<file path="config.mk">
export PLATFORM = sky130hd
export DESIGN_NAME = tile_reset_sequencer
export DESIGN_NICKNAME = d
export VERILOG_FILES = /design/src/rtl/tile_reset_sequencer.sv
export SDC_FILE = /design/constraint.sdc
export NUM_CORES = 1
export LEC_CHECK = 0
export CAP_MARGIN = 10
export CORE_UTILIZATION = 50
export DETAILED_ROUTE_END_ITERATION = 8
export PLACE_DENSITY = 0.8
export SETUP_SLACK_MARGIN = 0.2
export SKIP_LAST_GASP = 1
export SYNTH_ARGS = -nofsm -noshare
export SYNTH_HDL_FRONTEND = slang
export SYNTH_SLANG_ARGS = --single-unit
</file>
<file path="constraint.sdc">
create_clock -name clock -period 1.7 [get_ports clock]
set_input_delay 0.51 -clock clock [delete_from_list [all_inputs] [get_ports clock]]
set_output_delay 0.51 -clock clock [all_outputs]
set_load 0.05 [all_outputs]
</file>
<file path="src/rtl/tile_reset_sequencer.sv">
`default_nettype none
// +----------------------------------------------------------------------------+
// | Module      : tile_reset_sequencer                                         |
// | Description : Per-tile reset sequencer. Turns the software reset request   |
// |               into a quiesce handshake, clock gate, minimum-width reset    |
// |               pulse and gated release. Lives in the tile clock domain.     |
// | Revision    : 1.0 - initial release                                        |
// +----------------------------------------------------------------------------+
module tile_reset_sequencer #(
    parameter int SYNC_STAGES     = 2,
    parameter int HOLD_CYCLES     = 16,
    parameter int GATE_CYCLES     = 4,
    parameter int QUIESCE_TIMEOUT = 1024,
    parameter int CNT_W           = 11
) (
    input  logic clock,
    input  logic reset,
    input  logic io_req_reset,
    input  logic io_quiesce_ack,
    output logic io_quiesce_req,
    output logic io_clock_en,
    output logic io_tile_reset,
    output logic io_in_reset,
    output logic io_timeout
);

    localparam logic [2:0] c_st_run      = 3'd0;
    localparam logic [2:0] c_st_quiesce  = 3'd1;
    localparam logic [2:0] c_st_gate_off = 3'd2;
    localparam logic [2:0] c_st_assert   = 3'd3;
    localparam logic [2:0] c_st_pre_rel  = 3'd4;
    localparam logic [2:0] c_st_ungate   = 3'd5;

    localparam logic [CNT_W-1:0] c_hold_last    = CNT_W'(HOLD_CYCLES - 1);
    localparam logic [CNT_W-1:0] c_gate_last    = CNT_W'(GATE_CYCLES - 1);
    localparam logic [CNT_W-1:0] c_quiesce_last = CNT_W'(QUIESCE_TIMEOUT - 1);

    logic [SYNC_STAGES-1:0] r_sync;
    logic                   w_req_s;
    logic [2:0]             r_state;
    logic [2:0]             w_state_nxt;
    logic [CNT_W-1:0]       r_cnt;
    logic [CNT_W-1:0]       w_cnt_nxt;
    logic                   w_timeout_nxt;
    logic                   w_quiesce_req_nxt;
    logic                   w_clock_en_nxt;
    logic                   w_tile_reset_nxt;
    logic                   w_in_reset_nxt;

    assign w_req_s = r_sync[SYNC_STAGES-1];

    // Bring the (possibly asynchronous) request into the tile clock domain.
    always_ff @(posedge clock or negedge reset) begin
        if (!reset) begin
            r_sync <= '0;
        end else begin
            r_sync <= {r_sync[SYNC_STAGES-2:0], io_req_reset};
        end
    end

    // Next state, phase counter and output decode of the state being entered.
    always_comb begin
        w_state_nxt   = r_state;
        w_timeout_nxt = io_timeout;

        case (r_state)
            c_st_run: begin
                if (w_req_s) w_state_nxt = c_st_quiesce;
            end
            c_st_quiesce: begin
                // Abort beats ack beats timeout.
                if (!w_req_s) begin
                    w_state_nxt = c_st_run;
                end else if (io_quiesce_ack) begin
                    w_state_nxt   = c_st_gate_off;
                    w_timeout_nxt = 1'b0;
                end else if (r_cnt == c_quiesce_last) begin
                    w_state_nxt   = c_st_gate_off;
                    w_timeout_nxt = 1'b1;
                end
            end
            c_st_gate_off: begin
                if (r_cnt == c_gate_last) w_state_nxt = c_st_assert;
            end
            c_st_assert: begin
                if (r_cnt >= c_hold_last && !w_req_s) w_state_nxt = c_st_pre_rel;
            end
            c_st_pre_rel: begin
                if (r_cnt == c_gate_last) w_state_nxt = c_st_ungate;
            end
            c_st_ungate: begin
                if (r_cnt == c_gate_last) w_state_nxt = c_st_run;
            end
            default: begin
                w_state_nxt = c_st_assert;
            end
        endcase

        // Counter restarts on every transition; parks at the hold limit while
        // the request keeps the tile in reset so it never wraps back below it.
        if (w_state_nxt != r_state) begin
            w_cnt_nxt = '0;
        end else if (r_state == c_st_assert && r_cnt >= c_hold_last) begin
            w_cnt_nxt = r_cnt;
        end else begin
            w_cnt_nxt = r_cnt + 1'b1;
        end

        // Outputs are registered from the state being entered so they change
        // on the same edge as the state.
        w_quiesce_req_nxt = (w_state_nxt == c_st_quiesce);
        w_clock_en_nxt    = !((w_state_nxt == c_st_gate_off) ||
                              (w_state_nxt == c_st_pre_rel)  ||
                              (w_state_nxt == c_st_ungate));
        w_tile_reset_nxt  = (w_state_nxt == c_st_assert) || (w_state_nxt == c_st_pre_rel);
        w_in_reset_nxt    = (w_state_nxt != c_st_run);
    end

    // State, counter and registered outputs; reset forces the tile into reset at once.
    always_ff @(posedge clock or negedge reset) begin
        if (!reset) begin
            r_state        <= c_st_assert;
            r_cnt          <= '0;
            io_quiesce_req <= 1'b0;
            io_clock_en    <= 1'b1;
            io_tile_reset  <= 1'b1;
            io_in_reset    <= 1'b1;
            io_timeout     <= 1'b0;
        end else begin
            r_state        <= w_state_nxt;
            r_cnt          <= w_cnt_nxt;
            io_quiesce_req <= w_quiesce_req_nxt;
            io_clock_en    <= w_clock_en_nxt;
            io_tile_reset  <= w_tile_reset_nxt;
            io_in_reset    <= w_in_reset_nxt;
            io_timeout     <= w_timeout_nxt;
        end
    end

endmodule
`default_nettype wire

</file>
==> results of run 1 <==
worst max-delay path, delay by kind of cell (launching register included):
family | cells | cell delay [ns]
AOI/OAI and AO/OA | 1 | 0.22
muxes | 2 | 0.55
DFF | 1 | 0.43
and+or+nand+nor | 2 | 0.60
sequential cells by signal (all words and copies together), names as in the netlist:
name	count
r_cnt	11
r_state	3
r_sync	2
io_clock_en	1
io_in_reset	1
io_quiesce_req	1
io_tile_reset	1
io_timeout	1
where the power goes:
group,internal [mW],switching [mW],leakage (nW)
registers,0.668,0.137,0.264
logic,0.721,0.787,0.402
clock network,0.0916,0.159,0.0150
worst max-delay path by stage:
stage | startpoint | to
after floorplan | r_cnt[0] | io_tile_reset
after global placement | io_quiesce_ack | r_cnt[1]
after detailed placement | io_quiesce_ack | r_cnt[1]
after CTS | r_cnt[1] | r_cnt[1]
after global routing | r_cnt[9] | r_cnt[6]
final | r_cnt[9] | io_tile_reset
final cells by class:
| class | count | area, µm² |
|---|---|---|
| Tap cell | 27 | 33.8 |
| Inverter | 4 | 15.0 |
| Sequential cell | 21 | 532 |
| Multi-Input combinational cell | 79 | 611 |
| Clock buffer | 4 | 26.3 |
| Fill cell | 122 | 483 |
| Timing Repair Buffer | 31 | 322 |
metal layers:
metal / up-vias / global-route usage, % / routed length (µm)
met4: 0 / 11.8 / 93
li1: 442 / - / -
met5: - / 0 / 0
met3: 13 / 3.74 / 143
met2: 46 / 42.9 / 1580
met1: 521 / 28.3 / 1190
cells by family (layout without fill, tap and decap cells):
family	Yosys count	in the layout	synth area share [%]
AND/OR/NAND/NOR	45	45	23.4
buffers and inverters	7	39	2.82
multiplexers	3	3	3.61
AO/OA/AOI/OAI	20	20	13.2
adder cells (fa/ha/maj)	1	1	1.13
XOR/XNOR	10	10	7.90
flip-flops	21	21	48.0
metrics by stage:
stage	TNS (ns)	hold WS (ns)	total power, mW	setup WS [ns]	cells
6_report	-1.90	0.370	2.56	-0.167	166
4_1_cts	-1.01	0.372	2.29	-0.0998	161
2_1_floorplan	-0.0127	0.214	1.52	-0.0127	107
5_1_grt	-2.90	0.387	2.67	-0.215	166
3_5_place_dp	-2.02	0.346	1.99	-0.181	153
3_3_place_gp	-1.27	0.333	1.92	-0.123	153
repair_timing:
action | CTS | global route
setup endpoints to repair | 20 | 20
buffers inserted | 4 | 4
cloned | 0 | 1
pin swaps | 1 | 9
gates resized for setup | 6 | 15
cell usage in the layout, fill, tap and decap left out, types with 2 or more instances in the layout:
cell type,netlist,final
xnor2_1,7,7
a31oi_1,3,3
nor2_1,15,11
inv_1,4,3
buf_12,0,5
o211ai_1,2,2
nand3_1,5,4
a21oi_2,0,3
nor3_1,2,2
clkdlybuf4s50_1,0,3
xor2_1,3,3
a21oi_1,7,3
mux2_4,2,2
nand2_1,10,10
clkbuf_4,0,3
dfrtp_1,16,16
buf_6,0,5
dfstp_2,5,5
buf_4,1,18
nor2_2,0,4
==> results.ini, run 1 <==
[outcome]
outcome = finished, violations left
violations = negative setup slack

[sta]
finClkSkew_ns = 0.00200
rsz0062_at_grt = yes
clock.fmax_mhz = 535
tightest_slew_ns = 0.440
fin_crit_sh_pct = 110
fin_crit_ns = 1.87
fin_ws_ns = -0.167
slew_headroom_pct = 70.4
slew_violations = 0
setup_viol = 15
hold_viol_final = 0

[synthesis]
synth_edf_count = 0
ys_warn_count = 0
synth_area_per_cell_um2 = 10.4
netlist_top_cells_area = dfrtp_1 36%, dfstp_2 12%, xnor2_1 5.5%
ys_ff_latch = 21
syn-cell-area_um2 = 1110
synth.distinct_cells = 37
synth_top_area_cell = dfrtp_1
seq_area_frac_synth_pct = 48.0
ys.flop_type = dfrtp_1
synth.most_common_cell = dfrtp_1
synthCells = 107
synthTopCellsByCount = 16 x dfrtp_1, 15 x nor2_1, 10 x nand2_1
async_reset_ff_share_pct = 100
synth_top_cell_area_share_pct = 36.1
syn_nets = 112

[clock_tree]
clock_latency_ns = 0.31
cts_tree = yes
cts_buffers = 3
cts_hold_buf = 0
cts_sinks = 21
htreeDepth = 1
ctsLongestPathBuffers = 2
cts-root-buf = clkbuf_4
cts.clk_slew.worst_paths_ns = 0.12

[critical_path]
cp_data_arrival_time_ns = 2.11
r2r_start = r_cnt[9]
cp_common_cell = mux2_4
critPathKind = flip-flop to flip-flop
worstPathCellList = nor4_4 > nand3_2 > o21a_1 > mux2_4 > mux2_4
critPathCaptureType = flip-flop
ff2ff_path_depth = 5
worstPathMaxFanout = 3
required_ns = 1.95
cp_slowest_cell = dfrtp_1
crit_path_start_kind = flip-flop
reg2reg_to = io_tile_reset
r2r_slack_ns = -0.17
slowest_delay_ns = 0.43

[final_layout]
final_util_pct = 76.1
diodes = 0
area_growth_syn_to_layout_pct = 38.8
fin_area_um2 = 1540
drive_above_1_share_pct = 43.2
layout.nets = 145

[power_and_ir_drop]
p_leak_nw = 0.680
p_per_area_nw_per_um2 = 1670
max-vdd-ir-drop_mv = 1.11

[die]
start_util_pct = 54.8
core_area_um2 = 2020
ios = 9
die_h_um = 49.1
dieArea_um2 = 2410
core.rowCount = 16
die_w_um = 49.1

[drt]
drt_first_pass_iters = 4
num_vias = 1022
via_per_inst = 6.16
drtIter0Drc = 30
antenna_left = 0
wire_per_inst_um = 18.1
drc = 0
drt_wl_total_um = 3010

[placement]
dp_hpwl_um = 1800
routabilityCongestion = 0.924
place_area_um2 = 1370
numPortBuffers = 8

[flow_run]
cap_violations = 0

[global_route]
antenna_found_initial = 0
grt_max_degree = 22
grt_use_total_pct = 24.3
grt_overflow = 0
first_global_vias = 1001
grt_pass1_wl_um = 4400

[worst_hold_path]
hold_start = r_sync[0]
whs_endpoint = r_sync[1]
min_path_type = flip-flop to flip-flop
holdPathStages = 0

Power figures use the tool's default switching activity.
==> inputs of run 2 (changes only) <==
CAP_MARGIN = default   (was 10)
CORE_UTILIZATION = 56   (was 50)
PLACE_DENSITY = 0.84   (was 0.8)
clock period = 2.1 ns   (was 1.7 ns; I/O delays follow)
==> run 2 against run 1 <==
  * The flow now finishes without violations
  * Register-to-register slack gained 0.41 ns
  * Cell area fell by 17%
  * Via count shrank 18%
  * Sequential cell count unchanged
  * Clock skew is essentially flat
==> results.ini, run 2 (synthesis results as in run 1) <==
[sta]
clock.fmax_mhz = 538  ; +0.47%
slew_headroom_pct = 67.9  ; -2.6 points
fin_ws_ns = 0.241  ; +0.409 ns
setup_viol = 0  ; -15
setup-tns-final_ns = 0  ; +1.90 ns
tightest_slew_ns = 0.484  ; +0.0439 ns
slew_violations = 0  ; unchanged
hold_viol_final = 0  ; unchanged
fin_crit_ns = 1.86  ; -0.00879 ns
fin_crit_sh_pct = 88.5  ; -21 points
finClkSkew_ns = 0.00216  ; +0.000164 ns
rsz0062_at_grt = yes

[final_layout]
layout.nets = 127  ; -12%
diodes = 0  ; unchanged
regMostFlops = r_cnt
area_growth_syn_to_layout_pct = 15.7
final_util_pct = 71.9  ; -4.2 points
final_common_cell = nor2_1
final-instance-count-excl-fill = 146  ; -12%
fin_area_um2 = 1280  ; -17%
drive_above_1_share_pct = 27.3  ; -16 points
largestRegisters = r_cnt (11), r_state (3), r_sync (2)
layout_common_cells = 15 x nor2_1, 14 x dfrtp_1, 10 x nand2_1, 8 x buf_4
largest_reg_flops = 11  ; unchanged

[die]
start_util_pct = 62.2  ; +7.3 points
die_w_um = 46.5  ; -5.3%
core.rowCount = 15  ; -1
dieArea_um2 = 2160  ; -10%
ios = 9  ; unchanged
core_area_um2 = 1780  ; -12%
die_h_um = 46.5  ; -5.3%

[drt]
drtIter0Drc = 15  ; -50%
drt_first_pass_iters = 5  ; +1
num_vias = 839  ; -18%
drt_wl_total_um = 2030  ; -33%
wire_per_inst_um = 13.9  ; -23%
antenna_left = 0  ; unchanged
via_per_inst = 5.75  ; -6.7%
drc = 0  ; unchanged

[critical_path]
worstSetupEndpoint = io_tile_reset
r2r_slack_ns = 0.24  ; +0.41 ns
r2r_start = r_cnt[7]
critPathCaptureType = flip-flop
critPathKind = flip-flop to flip-flop
crit_path_start_kind = flip-flop
worstPathMaxFanout = 7  ; +4
critPathLaunch = r_cnt[7]
reg2reg_to = io_tile_reset
required_ns = 2.35  ; +0.40 ns
cp_data_arrival_time_ns = 2.10  ; about the same
ff2ff_path_depth = 5  ; unchanged

[power_and_ir_drop]
switching_share_pct = 43.0  ; +0.72 points
p_seq_share_pct = 39.4  ; +8.0 points
p_leak_nw = 0.567  ; -17%
max-vdd-ir-drop_mv = 1.01  ; -9.2%
p_clk_share_pct = 11.9  ; +2.1 points
power_switching_mw = 0.695  ; -36%
p_per_area_nw_per_um2 = 1260  ; -24%
pwr-share-comb_pct = 48.7  ; -10 points
p_int_mw = 0.923  ; -38%

[global_route]
grt_use_total_pct = 20.9  ; -3.3 points
first_global_vias = 717  ; -28%
antenna_found_initial = 0  ; unchanged
grt_max_degree = 22  ; unchanged
grt_overflow = 0  ; unchanged
grt_pass1_wl_um = 3100  ; -30%

[placement]
place_area_um2 = 1220  ; -11%
dp_slack_ns = 0.0771  ; +0.258 ns
dp_hpwl_um = 1400  ; -22%
placed_cells = 140  ; -8.5%
numPortBuffers = 8  ; unchanged
routabilityCongestion = 0.796  ; -14%

[clock_tree]
htreeDepth = 1  ; unchanged
ctsLongestPathBuffers = 2  ; unchanged
cts_hold_buf = 0  ; unchanged
cts.clk_slew.worst_paths_ns = 0.11  ; about the same
cts_buffers = 3  ; unchanged
clock_latency_ns = 0.30  ; about the same
cts_sinks = 21  ; unchanged
cts_tree = yes
cts-root-buf = clkbuf_4

[worst_hold_path]
min_path_type = flip-flop to flip-flop

[outcome]
outcome = finished, final reports clean

[flow_run]
cap_violations = 0  ; unchanged

run 2: cell types whose count changed in the layout (fill, tap and decap cells not counted), sizes merged:
cell / change
buf: -20
dlygate4sd2: +2
clkbuf: -1
clkinv: +1
run 2: per-layer routing:
layer	up-vias	wire, µm	global-route usage (%)
li1	403	-	-
met1	408	967	29.0
met2	23	945	30.3
met3	5	75	4.71
met4	0	38	10.6
met5	-	0	0
run 2: worst max-delay path, stage by stage, from the launching register on:
cell	delay (ns)
dfrtp_2	0.45
nor4_4	0.43
o211ai_4	0.18
and2_4	0.19
mux2_4	0.28
mux2_4	0.26
run 2: power by group through the flow:
stage / Combinational [mW] / Clock [mW] / Sequential (mW)
after global routing: 0.850 / 0.216 / 0.646
after global placement: 0.731 / 0 / 0.635
after detailed placement: 0.750 / 0 / 0.644
final: 0.788 / 0.192 / 0.637
after CTS: 0.769 / 0.200 / 0.630
after floorplan: 0.452 / 0 / 0.754
run 2: per-stage QoR:
step                hold slack (ns)  power [mW]
detailed placement            0.342        1.39
global route                  0.372        1.71
floorplan                     0.331        1.21
CTS                           0.369        1.60
finish                        0.364        1.62
global placement              0.334        1.37
run 2: timing repair:
action | 4_1_cts | 5_1_grt
pin swaps | 1 | 3
endpoints found under the hold margin | 0 | 0
setup buffers | 1 | 1
resized for setup | 3 | 5
endpoints found under the setup margin | 3 | 4
run 2: area by class of cell:
class / count / area, µm²
Multi-Input combinational cell: 79 / 567
Sequential cell: 21 / 534
Fill cell: 139 / 500
Timing Repair Buffer: 13 / 108
Tap cell: 25 / 31.3
Clock buffer: 3 / 22.5
Inverter: 4 / 15.0
Clock inverter: 1 / 5.00
run 2: how the worst min path moves through the flow:
stage              start              to  slack [ns]  cells past startpoint
2_1_floorplan      reset  io_quiesce_req        0.33                      0
3_3_place_gp   r_sync[0]       r_sync[1]        0.33                      0
3_5_place_dp   r_sync[0]       r_sync[1]        0.34                      0
4_1_cts        r_sync[0]       r_sync[1]        0.37                      0
5_1_grt        r_sync[0]       r_sync[1]        0.37                      0
6_report       r_sync[0]       r_sync[1]        0.36                      0
